==> config.mk <==
export PLATFORM = sky130hd
export DESIGN_NAME = cmd_router
export DESIGN_NICKNAME = d
export VERILOG_FILES = /design/src/rtl/cmd_router.sv
export SDC_FILE = /design/constraint.sdc
export NUM_CORES = 1
export LEC_CHECK = 0
export BUFFER_PORTS_ARGS = -buffer_cell sky130_fd_sc_hd__buf_2
export CORE_MARGIN = 2
export CORE_UTILIZATION = 51
export CTS_BUF_LIST = sky130_fd_sc_hd__clkbuf_8
export CTS_CLUSTER_SIZE = 28
export DETAILED_ROUTE_END_ITERATION = 16
export PLACE_DENSITY = 0.89
export SYNTH_ARGS = -nofsm -noshare
export SYNTH_HDL_FRONTEND = slang
export SYNTH_SLANG_ARGS = --single-unit
==> constraint.sdc <==
create_clock -name clk -period 3.3 [get_ports clk]
set_input_delay 0.495 -clock clk [delete_from_list [all_inputs] [get_ports clk]]
set_output_delay 0.495 -clock clk [all_outputs]
set_load 0.02 [all_outputs]
==> src/rtl/cmd_router.sv <==
`default_nettype none
// ============================================================================
// cmd_router : pops a command, dispatches it to one of N_TGT executors and
//              pushes exactly one response (target data or error word) back.
// Revision   : 1.0
// ============================================================================
module cmd_router #(
  parameter int DW      = 32,
  parameter int N_TGT   = 4,
  parameter int TGT_LSB = 28,
  parameter int TGT_W   = 4,
  parameter int TIMEOUT = 1023
) (
  input  logic                clk,
  input  logic                rst_n,
  input  logic [DW-1:0]       cmd_data,
  input  logic                cmd_waitreq,
  output logic                cmd_rdreq,
  output logic [DW-1:0]       rsp_data,
  output logic                rsp_wrreq,
  input  logic                rsp_waitreq,
  output logic [DW-1:0]       tgt_cmd,
  output logic [N_TGT-1:0]    tgt_run,
  input  logic [N_TGT*DW-1:0] tgt_rsp,
  input  logic [N_TGT-1:0]    tgt_done,
  output logic                busy,
  output logic [15:0]         err_cnt
);

  localparam int               CNT_W       = (TIMEOUT > 1) ? $clog2(TIMEOUT) : 1;
  localparam logic [CNT_W-1:0] TMO_LAST    = CNT_W'((TIMEOUT > 0) ? TIMEOUT - 1 : 0);
  localparam logic [7:0]       ERR_BAD_TGT = 8'h01;
  localparam logic [7:0]       ERR_TIMEOUT = 8'h02;

  typedef enum logic [2:0] {
    S_IDLE = 3'd0,
    S_RD   = 3'd1,
    S_DEC  = 3'd2,
    S_EXE  = 3'd3,
    S_WR   = 3'd4
  } state_e;

  state_e           state_q, state_d;
  logic [TGT_W-1:0] sel_q, sel_d;
  logic [DW-1:0]    cmd_q, cmd_d;
  logic [DW-1:0]    rsp_q, rsp_d;
  logic [15:0]      err_q, err_d;
  logic [CNT_W-1:0] tmo_q, tmo_d;

  logic             sel_ok;
  logic             sel_done;
  logic [DW-1:0]    sel_rsp;
  logic [N_TGT-1:0] sel_run;
  logic [DW-1:0]    err_word;
  logic [15:0]      err_inc;

  // Decode the latched target index without ever indexing past N_TGT.
  always_comb begin : sel_mux
    sel_ok   = 1'b0;
    sel_done = 1'b0;
    sel_rsp  = '0;
    sel_run  = '0;
    for (int i = 0; i < N_TGT; i++) begin
      if (sel_q == TGT_W'(i)) begin
        sel_ok     = 1'b1;
        sel_done   = tgt_done[i];
        sel_rsp    = tgt_rsp[i*DW +: DW];
        sel_run[i] = 1'b1;
      end
    end
  end

  always_comb begin : err_fmt
    err_word              = '0;
    err_word[DW-1 -: 8]   = 8'hEE;
    err_word[8 +: TGT_W]  = sel_q;
    err_inc               = (err_q == 16'hFFFF) ? err_q : err_q + 16'd1;
  end

  always_comb begin : fsm_next
    state_d   = state_q;
    sel_d     = sel_q;
    cmd_d     = cmd_q;
    rsp_d     = rsp_q;
    err_d     = err_q;
    tmo_d     = tmo_q;
    cmd_rdreq = 1'b0;
    rsp_wrreq = 1'b0;
    tgt_run   = '0;
    busy      = (state_q != S_IDLE);
    case (state_q)
      S_IDLE: begin
        if (!cmd_waitreq) state_d = S_RD;
      end
      S_RD: begin
        cmd_rdreq = 1'b1;
        cmd_d     = cmd_data;
        sel_d     = cmd_data[TGT_LSB +: TGT_W];
        state_d   = S_DEC;
      end
      S_DEC: begin
        if (!sel_ok) begin
          rsp_d   = err_word | DW'(ERR_BAD_TGT);
          err_d   = err_inc;
          state_d = S_WR;
        end else begin
          tmo_d   = '0;
          state_d = S_EXE;
        end
      end
      S_EXE: begin
        tgt_run = sel_run;
        // done takes priority over a timeout landing on the same cycle
        if (sel_done) begin
          rsp_d   = sel_rsp;
          state_d = S_WR;
        end else if ((TIMEOUT != 0) && (tmo_q == TMO_LAST)) begin
          rsp_d   = err_word | DW'(ERR_TIMEOUT);
          err_d   = err_inc;
          state_d = S_WR;
        end else begin
          tmo_d = tmo_q + CNT_W'(1);
        end
      end
      S_WR: begin
        rsp_wrreq = 1'b1;
        if (!rsp_waitreq) state_d = S_IDLE;
      end
      default: state_d = S_IDLE;
    endcase
  end

  always_ff @(posedge clk or negedge rst_n) begin
    if (!rst_n) begin
      state_q <= S_IDLE;
      sel_q   <= '0;
      cmd_q   <= '0;
      rsp_q   <= '0;
      err_q   <= '0;
      tmo_q   <= '0;
    end else begin
      state_q <= state_d;
      sel_q   <= sel_d;
      cmd_q   <= cmd_d;
      rsp_q   <= rsp_d;
      err_q   <= err_d;
      tmo_q   <= tmo_d;
    end
  end

  assign rsp_data = rsp_q;
  assign tgt_cmd  = cmd_q;
  assign err_cnt  = err_q;

endmodule
`default_nettype wire

==> results of run 1 <==
[per-stage QoR]
step | hold slack, ps | setup slack (ps) | cell area [µm²]
finish | 123 | 511 | 6590
CTS | 135 | 537 | 6590
global placement | 480 | 725 | 6350
detailed placement | 487 | 576 | 6350
floorplan | 199 | 880 | 4940
global route | 143 | 329 | 6590
[flip-flops by register name, summed over array words and instances, names as in the netlist]
register	cells
tgt_cmd	28
state_q	3
tmo_q	10
rsp_data	32
sel_q	4
err_cnt	16
[power by group through the flow]
stage	Clock (µW)	Sequential, µW	Combinational, µW
2_1_floorplan	0	2280	1540
3_3_place_gp	0	1880	2770
3_5_place_dp	0	1910	2870
4_1_cts	915	1890	2880
5_1_grt	962	1960	3050
6_report	899	1890	2890
[cells in the final DEF (no fill, tap or decap), types with 4 or more instances in the layout]
cell,count
buf_2,253
dfrtp_1,92
mux2_2,37
mux4_2,32
or3_1,26
a21oi_1,24
a22o_1,21
nand2_1,17
inv_1,12
nand3_1,11
o21ai_0,11
xor2_1,11
buf_4,10
nor2_1,9
clkbuf_8,9
nor3_1,5
o31ai_1,5
nor4_2,5
nor3b_1,4
and3_1,4
nand2b_1,4
[worst min-delay path by stage]
| stage | start | to | slack, ps | depth (start not counted) |
|---|---|---|---|---|
| 5_1_grt | rst_n | tgt_cmd[11] | 140 | 1 |
| 3_5_place_dp | rsp_data[20] | rsp_data[20] | 490 | 1 |
| 4_1_cts | rst_n | tgt_cmd[1] | 130 | 1 |
| 6_report | rst_n | tgt_cmd[10] | 120 | 1 |
| 3_3_place_gp | err_cnt[11] | err_cnt[11] | 480 | 1 |
| 2_1_floorplan | rst_n | err_cnt[0] | 200 | 0 |
[cells in the mapped netlist, drive strengths merged (5+ instances only)]
| library cell | count |
|---|---|
| dfrtp | 93 |
| mux2 | 39 |
| mux4 | 32 |
| or3 | 26 |
| a21oi | 24 |
| a22o | 21 |
| nand2 | 17 |
| buf | 15 |
| clkbuf | 14 |
| o21ai | 12 |
| inv | 11 |
| nand3 | 11 |
| nor2 | 11 |
| xor2 | 11 |
| nor4 | 8 |
| nor3 | 5 |
| nor3b | 5 |
| o31ai | 5 |
[worst max-delay path, stage by stage (launching register included)]
cell and delay, ps:
dfrtp_1 680, nor2_4 380, and3_1 430, o22ai_2 180, o21ai_4 490, buf_4 320
mux2i_1 210
[layout make-up]
type | instances | share of cell area, %
clock inverter | 6 | 1.71
inverter | 12 | 0.684
timing repair buffer | 264 | 20.7
sequential | 93 | 35.3
clock buffer | 9 | 1.88
tap | 129 | 2.45
multi-input combinational | 264 | 37.3
[routing by layer]
metal  vias up  routed length [µm]  global-route usage, %  part of all wire [%]
met5         -                   0                      0                     0
met4         0                 485                   12.1                   3.2
met3        46                1170                   5.61                   7.6
met2       272                7840                   47.8                    51
met1      2229                5890                   35.0                    38
li1       2007                   -                      -                     -
[kinds of logic after synthesis]
kind of cell / share of synthesized area [%]
DFF: 47.1
buffers and inverters: 3.57
and+or+nand+nor: 13.0
adders and majority gates: 0.759
AOI/OAI and AO/OA: 9.49
xor gates and xnor gates: 1.95
muxes: 24.1
==> out/metrics.cfg, run 1 <==
[outcome]
status = finished, final reports clean

[global_routing]
grt_first_pass_wirelength_um = 22400
globalRouteOverflowTotal = 0
grt_max_degree = 54
grt_usage_pct = 28.1
grt_pass1_vias = 4574
antenna_found_initial = 0

[yosys]
synthTopCellsByArea = dfrtp_1 47%, mux4_2 15%, mux2_2 8.4%
seq_area_frac_synth_pct = 47.1
synth_top_area_share_pct = 47.1
syn_nets = 569
avgSynthCellArea_um2 = 12.4
synth.cell_area_mm2 = 0.00494
synthFlopType = dfrtp_1
yosysWarnings = 0
yosysTopAreaCell = dfrtp_1
synth-edff-count = 0
synth.ff_latch_count = 93
async_flop_share_pct = 100
netlist_instances = 398
yosysUniqueCellTypes = 44

[clock_tree]
ctsResizeCount = 0
root_buffer = clkbuf_8
clock_path_buffers = 2
cts_setup_buffers = 0
cts_tree = done
clkLatencyLatePin_ps = 350
cts.sinks = 93
ctsHtreeMaxLevel = 3
hold_buffers = 0
clk_pin_slew_ps = 100
numCtsBuffers = 9

[worst_setup_path]
reg2reg_depth = 6
arrival_ps = 3050
critical_path_required_ps = 3560
crit_path_end_kind = flop
path_class = flop to flop
crit_start = sel_q[2]
r2r_start = sel_q[2]
r2r_setup_slack_ps = 510
r2r_end = rsp_data[11]
worstPathMaxFanout = 26
endpoint = rsp_data[11]
cp-start-kind = flop

[detailed_routing]
avgRoutedWirePerCell_um = 19.8
drt_wl_total_um = 15400
ant_nets = 0
drc = 0
drtIter0Drc = 207
dr.pass1.iters = 4
drt-vias-per-instance = 5.86
dr_total_vias = 4554

[sta]
rsz0062_at_grt = no
finalSetupTns_ps = 0
timing.final.crit_share_pct = 84.5
tightest_slew_ps = 907
finalCriticalPeriod_ps = 2790
finalHoldViolations = 0
slew_violations = 0
finalSetupViolCount = 0
slew_headroom_pct = 39.4
fin_skew_ps = 14.9
fmax_mhz = 359

[die]
num_io_pins = 255
die-width_um = 102
fp.coreArea_mm2 = 0.00933
die_h_um = 102
num_rows = 35
start_util_pct = 53.0
dieArea_mm2 = 0.0105

[worst_hold_path]
hold_path_class = input pin to asynchronous set/reset pin

[power_and_ir_drop]
switchingPower_uw = 2360
power.density_mw_per_mm2 = 862
internal_power_uw = 3320
swShare_pct = 41.6
p_clk_share_pct = 15.8
vdd.ir_drop.worst_v = 0.000703
p_total_uw = 5680
leakage_uw = 0.00317
p_comb_share_pct = 50.8
power_frac_seq_pct = 33.3

[cells_and_area]
area_growth_pct = 33.2
regArea_mm2 = 0.00233
finalCoreUtilization_pct = 70.6
final_layout_size_suffix_gt1_share_pct = 55.6
multiInputGateArea_mm2 = 0.00246
finalNonFillerCells = 777
fillers = 702
num_antenna_cells = 0
final_nets = 815

[run]
maxCapViolations = 0

[placement]
port_buffers = 254
dp.cells = 762
place_hpwl_um = 11700
place_congestion = 0.867

No activity file was read; power rests on OpenSTA's default activity.
==> run 2: changes to the inputs <==
--- a/config.mk
+++ b/config.mk
@@ -7,11 +7,11 @@
 export LEC_CHECK = 0
 export BUFFER_PORTS_ARGS = -buffer_cell sky130_fd_sc_hd__buf_2
 export CORE_MARGIN = 2
-export CORE_UTILIZATION = 51
+export CORE_UTILIZATION = 47
 export CTS_BUF_LIST = sky130_fd_sc_hd__clkbuf_8
 export CTS_CLUSTER_SIZE = 28
 export DETAILED_ROUTE_END_ITERATION = 16
-export PLACE_DENSITY = 0.89
+export PLACE_DENSITY = 0.83
 export SYNTH_ARGS = -nofsm -noshare
 export SYNTH_HDL_FRONTEND = slang
 export SYNTH_SLANG_ARGS = --single-unit
==> constraint.sdc (replaced) <==
create_clock -name clk -period 2.7 [get_ports clk]
set_input_delay 0.405 -clock clk [delete_from_list [all_inputs] [get_ports clk]]
set_output_delay 0.405 -clock clk [all_outputs]
set_load 0.02 [all_outputs]
==> run 2 against run 1 <==
Compared with the run above: routed wire length shrank 4.4%; non-clock buffer count is 7 higher; critical endpoint is now tgt_run[3]; die area up 8.2%; critical path depth is the same.
==> out/metrics.cfg, run 2 (synthesized netlist as in run 1, its figures left out) <==
[worst_setup_path]
cp_cell_sequence = nand3b_1 -> buf_4 -> nor2_1 -> nand2_1 -> nor2_1 -> buf_2
r2r_end = tmo_q[5]
slowest_delay_ps = 450  ; -230 ps
cp_common_cell = nor2_1
crit_path_end_kind = output pin
path_class = flop to output pin
cp-start-kind = flop
arrival_ps = 2070  ; -980 ps
r2r_start = sel_q[2]
critical-path-slowest-cell = dfrtp_1
reg2reg_depth = 6  ; unchanged
crit_start = state_q[2]
r2r_setup_slack_ps = 440  ; -70 ps
worstPathMaxFanout = 12  ; -54%
critical_path_required_ps = 2300  ; -1260 ps

[sta]
tightest_slew_ps = 646  ; -261 ps
fmax_mhz = 404
fin_skew_ps = 12.8  ; -2.15 ps
setup_ws_ps = 227  ; -285 ps
rsz0062_at_grt = no
finalSetupTns_ps = 0  ; unchanged
finalHoldViolations = 0  ; unchanged
holdWs_ps = 57.7  ; -65.7 ps
finalSetupViolCount = 0  ; unchanged
slew_headroom_pct = 56.9  ; +17 points
slew_violations = 0  ; unchanged
finalCriticalPeriod_ps = 2470
timing.final.crit_share_pct = 91.6

[power_and_ir_drop]
switchingPower_uw = 2810  ; +19%
internal_power_uw = 3930  ; +18%
power_frac_seq_pct = 33.0  ; -0.3 points
vdd.ir_drop.worst_v = 0.000740  ; +5.3%
p_comb_share_pct = 53.2  ; +2.4 points
swShare_pct = 41.7  ; +0.10 points
power.density_mw_per_mm2 = 1020  ; +18%
p_clk_share_pct = 13.8  ; -2.0 points
leakage_uw = 0.00319  ; +0.60%

[cells_and_area]
final_layout_size_suffix_gt1_share_pct = 55.8  ; +0.24 points
final_cell_mix = 253 x buf_2, 92 x dfrtp_1, 37 x mux2_2
finalCoreUtilization_pct = 64.2  ; -6.5 points
largest_reg_flops = 32  ; unchanged
num_antenna_cells = 0  ; unchanged
area_growth_pct = 33.4
final_common_cell = buf_2
final_nets = 822  ; +0.86%

[detailed_routing]
drc = 0  ; unchanged
avgRoutedWirePerCell_um = 18.6  ; -6.2%
dr_total_vias = 4489  ; -1.4%
ant_nets = 0  ; unchanged
drt-vias-per-instance = 5.67  ; -3.3%
dr.pass1.iters = 4  ; unchanged
drt_wl_total_um = 14700  ; -4.4%
drtIter0Drc = 298  ; +44%

[clock_tree]
clock_path_buffers = 2  ; unchanged
ctsHtreeMaxLevel = 3  ; unchanged
hold_buffers = 0  ; unchanged
cts_setup_buffers = 0  ; unchanged
clkLatencyLatePin_ps = 350  ; about the same
ctsResizeCount = 0  ; unchanged
clk_pin_slew_ps = 90  ; about the same
cts_tree = done
numCtsBuffers = 9  ; unchanged
root_buffer = clkbuf_8
cts.sinks = 93  ; unchanged

[placement]
port_buffers = 254  ; unchanged
preCtsSetupSlack_ps = 478  ; -97.7 ps
place_congestion = 0.925  ; +6.8%
place_hpwl_um = 11600  ; -1.0%

[global_routing]
grt_pass1_vias = 4508  ; -1.4%
globalRouteOverflowTotal = 0  ; unchanged
grt_first_pass_wirelength_um = 22800  ; +2.1%
grt_max_degree = 50  ; -7.4%
grt_usage_pct = 25.8  ; -2.3 points
antenna_found_initial = 0  ; unchanged

[die]
dieArea_mm2 = 0.0114  ; +8.2%
fp.coreArea_mm2 = 0.0103  ; +10%
die-width_um = 107  ; +4.0%
start_util_pct = 48.1  ; -4.9 points
num_io_pins = 255  ; unchanged
num_rows = 37  ; +5.7%
die_h_um = 107  ; +4.0%

[worst_hold_path]
hold_path_class = input pin to asynchronous set/reset pin

[outcome]
status = finished, final reports clean

[run]
maxCapViolations = 0  ; unchanged

==> run 2: layout make-up <==
class / count / area (µm²)
fillers: 806 / 3680
flip-flops and latches: 93 / 2330
clock inverters: 6 / 55.1
clock buffers: 10 / 138
multi-input cells: 264 / 2450
well taps: 136 / 170
repair buffers: 271 / 1410
inverters: 12 / 45.0
==> run 2: worst max path at each step <==
stage                              to  depth (start not counted)
after floorplan            tgt_run[2]                          4
after global placement    rsp_data[9]                          7
after detailed placement  rsp_data[9]                          6
after CTS                  tgt_run[3]                          6
after global routing       tgt_run[3]                          6
final                      tgt_run[3]                          6
==> run 2: per-layer routing <==
| metal | GRT usage, % | part of all wire [%] | vias up |
|---|---|---|---|
| met4 | 7.88 | 2.2 | 0 |
| met1 | 32.5 | 39 | 2193 |
| met2 | 43.7 | 51 | 249 |
| li1 | - | - | 2017 |
| met3 | 6.63 | 8.0 | 30 |
| met5 | 0 | 0 | - |
==> run 2: worst max-delay path: cells and delay by family, from the launching register on <==
family	cells	cell delay, ps
and+or+nand+nor	4	770
buffers and inverters	2	500
DFF	1	450
==> run 2: power by group through the flow <==
stage | clock network [µW] | registers (µW) | logic, µW
6_report | 926 | 2230 | 3580
5_1_grt | 1010 | 2290 | 3840
4_1_cts | 944 | 2230 | 3610
3_5_place_dp | 0 | 2250 | 3600
3_3_place_gp | 0 | 2200 | 3520
2_1_floorplan | 0 | 2780 | 1880
==> run 2: through the flow <==
step | power, µW | instances | cell area [µm²]
2_1_floorplan | 4660 | 398 | 4940
3_3_place_gp | 5730 | 776 | 6400
3_5_place_dp | 5850 | 776 | 6400
4_1_cts | 6780 | 792 | 6600
5_1_grt | 7140 | 792 | 6600
6_report | 6740 | 792 | 6600
==> run 3: changes to the inputs <==
==> config.mk (replaced) <==
export PLATFORM = sky130hd
export DESIGN_NAME = cmd_router
export DESIGN_NICKNAME = d
export VERILOG_FILES = /design/src/rtl/cmd_router.sv
export SDC_FILE = /design/constraint.sdc
export NUM_CORES = 1
export LEC_CHECK = 0
export CORE_MARGIN = 2
export CORE_UTILIZATION = 55
export CTS_BUF_LIST = sky130_fd_sc_hd__clkbuf_8
export CTS_CLUSTER_SIZE = 28
export DETAILED_ROUTE_END_ITERATION = 16
export DONT_BUFFER_PORTS = 1
export PLACE_DENSITY = 0.7
export SYNTH_ARGS = -nofsm -noshare
export SYNTH_HDL_FRONTEND = slang
export SYNTH_SLANG_ARGS = --single-unit
==> run 3 against run 2 <==
Compared with the run above: final area fell by 19%; sequential power rose by 30%; clock skew increased by 3.3 ps; fmax rose by 4.9%; via count shrank 23%; clock-buffer cell count is 1 lower; total power decreased by 9.6%; critical path depth is 1 lower; sequential cell count is the same; first-iteration DRC count shrank 33%; non-clock buffer count is 251 lower; largest cell class unchanged; largest power group is now registers; highest routed layer unchanged.
==> out/metrics.cfg, run 3 (synthesized netlist as in run 1, its figures left out) <==
[worst_setup_path]
cp-start-kind = flop
r2r_end = tmo_q[8]
path_class = flop to output pin
crit_path_end_kind = output pin
r2r_setup_slack_ps = 460  ; +20 ps
arrival_ps = 1950  ; -120 ps
reg2reg_depth = 6  ; unchanged
worstPathMaxFanout = 10  ; -2
r2r_start = sel_q[0]
critical_path_required_ps = 2300  ; about the same

[sta]
fmax_mhz = 424  ; +4.9%
finalSetupViolCount = 0  ; unchanged
holdWs_ps = 171  ; +113 ps
finalSetupTns_ps = 0  ; unchanged
rsz0062_at_grt = no
tightest_slew_ps = 873  ; +227 ps
slew_violations = 0  ; unchanged
setup_ws_ps = 342  ; +116 ps
slew_headroom_pct = 41.7  ; -15 points
fin_skew_ps = 16.1  ; +3.34 ps
finalCriticalPeriod_ps = 2360  ; -116 ps
finalHoldViolations = 0  ; unchanged
timing.final.crit_share_pct = 87.3  ; -4.3 points

[cells_and_area]
fillers = 695  ; -14%
finalCoreUtilization_pct = 60.9  ; -3.2 points
regArea_mm2 = 0.00233  ; unchanged
area_growth_pct = 7.49
multiInputGateArea_mm2 = 0.00246  ; +0.41%
final_common_cell = dfrtp_1
final_nets = 571  ; -31%
final_cell_mix = 92 x dfrtp_1, 37 x mux2_2, 32 x mux4_2
largest_reg_flops = 32  ; unchanged
finalNonFillerCells = 514  ; -35%
final_layout_size_suffix_gt1_share_pct = 28.6  ; -27 points

[detailed_routing]
dr_total_vias = 3444  ; -23%
dr.pass1.iters = 4  ; unchanged
drt_wl_total_um = 12900  ; -13%
drc = 0  ; unchanged
avgRoutedWirePerCell_um = 25.0  ; +35%
drt-vias-per-instance = 6.70  ; +18%
drtIter0Drc = 200  ; -33%
ant_nets = 0  ; unchanged

[outcome]
status = finished, final reports clean

[clock_tree]
root_buffer = clkbuf_8
ctsResizeCount = 0  ; unchanged
cts_tree = done
numCtsBuffers = 9  ; unchanged
clock_path_buffers = 2  ; unchanged
clkLatencyLatePin_ps = 360  ; about the same
ctsHtreeMaxLevel = 3  ; unchanged
hold_buffers = 2  ; +2
cts.sinks = 93  ; unchanged
clk_pin_slew_ps = 90  ; about the same
cts_setup_buffers = 0  ; unchanged

[worst_hold_path]
hold_path_class = input pin to flop
min_to = state_q[0]
worstHoldStart = cmd_waitreq
whs_path_depth = 1

[global_routing]
antenna_found_initial = 1  ; +1
grt_pass1_vias = 3590  ; -20%
grt_max_degree = 94  ; +88%
grt_usage_pct = 26.1  ; +0.40 points
globalRouteOverflowTotal = 0  ; unchanged
grt_first_pass_wirelength_um = 19600  ; -14%

[die]
num_rows = 34  ; -8.1%
die_h_um = 98.8  ; -7.3%
num_io_pins = 255  ; unchanged
dieArea_mm2 = 0.00976  ; -14%
die-width_um = 98.8  ; -7.3%
start_util_pct = 56.7  ; +8.6 points
fp.coreArea_mm2 = 0.00872  ; -15%

[placement]
preCtsSetupSlack_ps = 458  ; -20.8 ps
place_hpwl_um = 9750  ; -16%
dp.cells = 495  ; -36%
port_buffers = 0  ; -100%
place_congestion = 0.807  ; -13%

[power_and_ir_drop]
vdd.ir_drop.worst_v = 0.000628  ; -15%
leakage_uw = 0.00217  ; -32%
power.density_mw_per_mm2 = 1150  ; +12%

[run]
maxCapViolations = 0  ; unchanged

-- run 3: final cells by class --
type                       instances  area share [%]
clock inverter                     7           0.965
inverter                          12           0.847
multi-input combinational        264            46.2
timing repair buffer              20            3.25
clock buffer                       9            2.33
sequential                        93            43.8
antenna                            1          0.0471
tap                              108            2.54
-- run 3: worst max path at each step --
stage	from	end	cells past startpoint
3_3_place_gp	tmo_q[0]	err_cnt[1]	8
6_report	state_q[2]	tgt_run[1]	5
3_5_place_dp	sel_q[0]	tmo_q[8]	6
5_1_grt	state_q[2]	tgt_run[1]	5
4_1_cts	state_q[2]	tgt_run[1]	5
2_1_floorplan	sel_q[1]	tgt_run[2]	4
-- run 3: per-stage QoR --
stage | total power, µW | area (µm²)
3_5_place_dp | 5270 | 5100
2_1_floorplan | 4660 | 4940
4_1_cts | 6140 | 5310
6_report | 6090 | 5320
3_3_place_gp | 5190 | 5100
5_1_grt | 6460 | 5310
-- run 3: power by group --
part	leakage (µW)	internal [µW]	switching [µW]
Clock	0.0000914	340	499
Combinational	0.000939	1180	1160
Sequential	0.00114	1880	1020
Total	0.00217	3410	2680
-- run 3: metal layers --
metal,global-route usage [%],vias up,routed length [µm]
met5,0,-,0
met4,7.90,0,187
met3,6.88,15,1240
met2,41.8,208,6440
met1,35.4,1711,5000
li1,-,1510,-
-- run 3: critical path, stage by stage (launching register included) --
cell and delay, ps:
dfrtp_1 440, nand3b_1 380, buf_4 300, nor2_1 90
nand2_1 70, nor2_1 330
